[src/rtl/ysyx_22050078_ifu_fq.sv]
// ysyx_22050078_ifu_fq: instruction fetch unit with one outstanding memory fetch feeding a circular fetch queue
module ysyx_22050078_ifu_fq #(
    parameter int          CPU_WIDTH  = 64,
    parameter int          INST_WIDTH = 32,
    parameter logic [63:0] RESET_PC   = 64'h8000_0000,
    parameter int          FQ_DEPTH   = 4
) (
    input  logic                      clk,
    input  logic                      rst_n,
    input  logic                      redirect_valid,
    input  logic [CPU_WIDTH-1:0]      redirect_pc,
    output logic                      mem_req_valid,
    input  logic                      mem_req_ready,
    output logic [CPU_WIDTH-1:0]      mem_req_addr,
    input  logic                      mem_rsp_valid,
    input  logic [CPU_WIDTH-1:0]      mem_rsp_data,
    output logic                      inst_valid,
    input  logic                      inst_ready,
    output logic [INST_WIDTH-1:0]     inst_out,
    output logic [CPU_WIDTH-1:0]      inst_pc,
    output logic [$clog2(FQ_DEPTH):0] fq_count
);
    localparam int AW = $clog2(FQ_DEPTH);
    localparam logic [AW:0] FULL = (AW+1)'(FQ_DEPTH);
    localparam logic [CPU_WIDTH-1:0] PC0 = RESET_PC[CPU_WIDTH-1:0];

    typedef enum logic [2:0] {IDLE, REQ, WAIT, DROP_REQ, DROP_WAIT} state_t;

    state_t                r_state, w_next;
    logic [CPU_WIDTH-1:0]  r_fetch_pc, r_req_addr, w_fetch_pc_nxt;
    logic [CPU_WIDTH-1:0]  r_q_pc   [FQ_DEPTH];
    logic [INST_WIDTH-1:0] r_q_inst [FQ_DEPTH];
    logic [AW-1:0]         r_head, r_tail;
    logic [AW:0]           r_count;
    logic                  w_hs, w_enq, w_deq;
    logic [INST_WIDTH-1:0] w_inst;

    assign mem_req_valid = (r_state == REQ) || (r_state == DROP_REQ);
    // a redirect while a request is pending moves fetch_pc, so the held address comes from r_req_addr
    assign mem_req_addr  = (r_state == DROP_REQ) ? r_req_addr : r_fetch_pc;
    assign w_hs          = mem_req_valid && mem_req_ready;
    assign w_enq         = (r_state == WAIT) && mem_rsp_valid && !redirect_valid;
    assign w_deq         = inst_valid && inst_ready && !redirect_valid;
    assign inst_valid    = r_count != '0;
    assign inst_out      = r_q_inst[r_head];
    assign inst_pc       = r_q_pc[r_head];
    assign fq_count      = r_count;

    generate
        if (CPU_WIDTH == 64) begin : g_w64
            assign w_inst = r_req_addr[2] ? mem_rsp_data[32 +: INST_WIDTH] : mem_rsp_data[INST_WIDTH-1:0];
        end else begin : g_w32
            assign w_inst = mem_rsp_data[INST_WIDTH-1:0];
        end
    endgenerate

    assign w_fetch_pc_nxt = redirect_valid ? {redirect_pc[CPU_WIDTH-1:2], 2'b00} :
                            (r_state == REQ && w_hs) ? r_fetch_pc + CPU_WIDTH'(4) : r_fetch_pc;

    always_comb begin
        w_next = r_state;
        case (r_state)
            IDLE:      w_next = (!redirect_valid && r_count != FULL) ? REQ : IDLE;
            REQ:       w_next = w_hs ? (redirect_valid ? DROP_WAIT : WAIT) : (redirect_valid ? DROP_REQ : REQ);
            WAIT:      w_next = mem_rsp_valid ? IDLE : (redirect_valid ? DROP_WAIT : WAIT);
            DROP_REQ:  w_next = w_hs ? DROP_WAIT : DROP_REQ;
            DROP_WAIT: w_next = mem_rsp_valid ? IDLE : DROP_WAIT;
            default:   w_next = IDLE;
        endcase
    end

    always_ff @(posedge clk or negedge rst_n) begin
        if (!rst_n) begin
            r_state    <= IDLE;
            r_fetch_pc <= PC0;
            r_req_addr <= PC0;
            r_head     <= '0;
            r_tail     <= '0;
            r_count    <= '0;
            for (int i = 0; i < FQ_DEPTH; i++) begin
                r_q_pc[i]   <= '0;
                r_q_inst[i] <= '0;
            end
        end else begin
            r_state    <= w_next;
            r_fetch_pc <= w_fetch_pc_nxt;
            if (r_state == REQ) r_req_addr <= r_fetch_pc;
            if (w_enq) begin
                r_q_pc[r_tail]   <= r_req_addr;
                r_q_inst[r_tail] <= w_inst;
            end
            if (redirect_valid) begin
                r_head  <= '0;
                r_tail  <= '0;
                r_count <= '0;
            end else begin
                if (w_enq) r_tail <= r_tail + AW'(1);
                if (w_deq) r_head <= r_head + AW'(1);
                r_count <= r_count + (AW+1)'(w_enq) - (AW+1)'(w_deq);
            end
        end
    end
endmodule

[config.mk]
export PLATFORM = sky130hd
export DESIGN_NAME = ysyx_22050078_ifu_fq
export DESIGN_NICKNAME = d
export VERILOG_FILES = /design/src/rtl/ysyx_22050078_ifu_fq.sv
export SDC_FILE = /design/constraint.sdc
export NUM_CORES = 1
export LEC_CHECK = 0
export CAP_MARGIN = 10
export CORE_AREA = 3 3 234 236
export DETAILED_ROUTE_END_ITERATION = 10
export DIE_AREA = 0 0 237 239
export PLACE_DENSITY = 0.73
export SETUP_SLACK_MARGIN = 0.5
export SYNTH_ARGS = -nofsm -noshare
export SYNTH_HDL_FRONTEND = slang
export SYNTH_SLANG_ARGS = --single-unit
[constraint.sdc]
create_clock -name clk -period 3.7 [get_ports clk]
set_clock_uncertainty 0.2 [all_clocks]
set_input_delay 0.74 -clock clk [delete_from_list [all_inputs] [get_ports clk]]
set_output_delay 0.74 -clock clk [all_outputs]
set_load 0.005 [all_outputs]
==> results.py <==
metrics = {
    "status": {
        "outcome": "finished, final reports clean",
    },
    "setup_path": {
        "cp-end-kind": "primary output",
        "rr_startpoint": "r_fetch_pc[18]",
        "r2r_slack_ns": 0.80,
        "r2r_end": "r_fetch_pc[46]",
        "critPathMaxFanout": 7,
        "cp_data_required_time_ns": 2.76,
        "path_class": "flop to primary output",
        "ff2ff_path_depth": 6,
        "startpoint_type": "flop",
        "critPathArrivalTime_ns": 2.32,
    },
    "synth": {
        "ys_seq_area_frac": 0.537,
        "synthArstFlopShare": 1.00,
        "yosys.area.top_type": "dfrtp_1",
        "synth_common_cells": "dfrtp_1, mux2_2, nand2_1",
        "ys.flop_type": "dfrtp_1",
        "synth_warnings": 0,
        "synthTopCellsByArea": "dfrtp_1, mux2_2, mux4_2",
        "postSynthCellCount": 1855,
        "synth_top_area_share": 0.535,
        "synth_cell_types": 55,
        "synth-seq-cells": 510,
        "syn_avg_cell_area_um2": 12.8,
        "yosysMostFrequentCell": "dfrtp_1",
        "netlist_area_mm2": 0.0238,
        "synth_edf_count": 0,
    },
    "sta": {
        "slew_headroom": 0.493,
        "drv_slew": 0,
        "period_needed_ns": 3.26,
        "tightest_slew_ns": 0.760,
        "grt_setup_unrepaired": "true",
        "hold_ws_ns": 0.274,
        "layout_worst_path_cycle_share": 0.881,
        "fin_ws_ns": 0.440,
        "setup_tns_ns": 0,
        "fmax_mhz": 307,
        "hold_viol_final": 0,
        "finalSetupViolCount": 0,
    },
    "drt": {
        "wire_per_inst_um": 23.1,
        "drt-pass1-iter-count": 5,
        "drc_errors": 0,
        "vias_per_cell": 5.76,
        "routed_wirelength_mm": 68.0,
        "ant_nets": 0,
        "num_vias": 16900,
        "drt_iter0_markers": 1351,
    },
    "hold_path": {
        "min_from": "r_q_inst[70]",
        "whs_path_depth": 2,
        "hold_path_class": "flop to flop",
        "min_to": "r_q_inst[70]",
    },
    "final_layout": {
        "design_area_mm2": 0.0308,
        "fin_nets": 2357,
        "layout-drive-gt1-share": 0.360,
        "nFillCells": 4140,
        "synthToLayoutAreaGrowth_pct": 29.4,
    },
    "placement": {
        "io_buffers": 292,
        "place_worst_setup_slack_ns": 0.407,
        "place_area_mm2": 0.0277,
        "hpwl_mm": 41.2,
        "place.gp.congestion": 0.892,
    },
    "floorplanning": {
        "rows": 84,
        "fp.dieW_um": 237,
        "die-area_mm2": 0.0566,
        "num_io_pins": 299,
        "initial_core_util": 0.452,
        "die_y_um": 239,
        "core_mm2": 0.0527,
    },
    "clock_network": {
        "clkTransAtPathRegs_ns": 0.06,
        "clk_latency_ns": 0.62,
        "clock_sinks": 510,
        "cts_tree": "yes",
        "clock_path_buffers": 3,
        "clock-root-buffer": "clkbuf_16",
        "htreeDepth": 2,
        "cts_buffers": 55,
    },
    "global_routing": {
        "grt_remaining_overflow": 0,
        "grt_pass1_wl_mm": 104,
        "grt_pass1_vias": 17600,
        "antenna_found_initial": 6,
        "grt_usage": 0.236,
        "grt_max_degree": 114,
    },
    "power": {
        "leakagePower_nw": 14.2,
        "ir_worst_vdd_v": 0.000410,
        "power_density_mw_per_mm2": 657,
    },
    "run": {
        "cap_violations": 0,
    },
}
kinds of logic after synthesis:
family / share of synthesized area
buffers and inverters: 0.0250
and+or+nand+nor: 0.0877
adders and majority gates: 0.00505
AOI/OAI and AO/OA: 0.0482
DFF: 0.537
xor gates and xnor gates: 0.0133
muxes: 0.284
other: 0.000158
critical path: stages, from the launching register on:
cell	delay, ns
dfrtp_4	0.49
buf_12	0.16
buf_12	0.13
buf_16	0.12
buf_12	0.13
buf_8	0.12
mux4_2	0.43
buf_6	0.13
how the worst max path moves through the flow:
stage	to	startpoint	cells after the start	slack, ns
CTS	inst_out[20]	r_head[0]	5	0.32
floorplan	fq_count[2]	mem_rsp_valid	11	0.70
finish	inst_out[29]	r_head[0]	7	0.44
global placement	fq_count[2]	mem_rsp_valid	11	0.37
detailed placement	r_fetch_pc[46]	mem_req_ready	6	0.41
global route	inst_out[29]	r_head[0]	7	0.36
stage by stage:
stage               total power (W)  cells   util
finish                       0.0202   2944  0.585
global route                 0.0212   2943  0.584
CTS                          0.0202   2910  0.579
detailed placement           0.0139   2753  0.527
global placement             0.0136   2753  0.527
floorplan                    0.0108   1858      -
area by class of cell:
type                    count  area, um^2  area share
flip-flops and latches    510       12800       0.415
clock buffers              72        1550      0.0504
inverters                  16        67.6     0.00220
well taps                 688         861      0.0280
repair buffers            433        4660       0.151
clock inverters            24         287     0.00931
multi-input cells        1198       10600       0.343
diodes                      3        7.51    0.000244
layer usage:
layer | wire (um) | vias up | global-route usage
met2 | 32700 | 618 | 0.384
li1 | - | 7480 | -
met5 | 40 | - | 0
met3 | 4460 | 136 | 0.0468
met4 | 1830 | 6 | 0.0684
met1 | 28900 | 8707 | 0.325
registers in the layout, summed over array words and instances (netlist names):
signal,count
fq_count,3
r_fetch_pc,62
r_tail,2
r_req_addr,62
r_q_inst,128
r_head,2
r_q_pc,248
r_state,3
cells in the final DEF (no fill, tap or decap), drive strengths merged, types with 4 or more instances in the layout:
master         synthesis  routed
a22oi                 10      10
a31oi                  6       6
nor2b                 16      16
dlygate4sd2            0      29
mux4                  94      94
or4                   16      16
nor3                  16      16
clkbuf               112     115
or3                    5       5
buf                   23     190
ha                     8       8
and4                  10      10
nand4                 24      24
clkinv                 0      18
nor2                  38      38
clkdlybuf4s15          0       8
and3                   6       6
nand3                 39      39
mux2                 373     373
a21oi                  5       5
a221o                  4       4
inv                   16      17
mux2i                 43      43
dlymetal6s2s           0      26
nand2                217     218
dfrtp                508     508
o31ai                  5       5
xor2                   9       9
nor4                  31      31
clkdlybuf4s50          0     136
xnor2                 27      27
o211ai                 4       4
o21ai                161     161
conb                   1       4
bufinv                 0       5
power breakdown:
part	switching (W)	leakage, nW	internal, W
combinational	0.00283	6.58	0.00404
clock	0.00230	0.921	0.00329
sequential	0.00102	6.69	0.00672
total	0.00615	14.2	0.0141
what timing repair did:
item,in CTS,in global routing
hold buffers,1,0
buffers inserted,40,29
endpoints found under the setup margin,156,121
resized for setup,374,117
pin swaps,1,2
cloned,20,2
hold endpoints to repair,27,0
(Power assumes the default switching activity.)
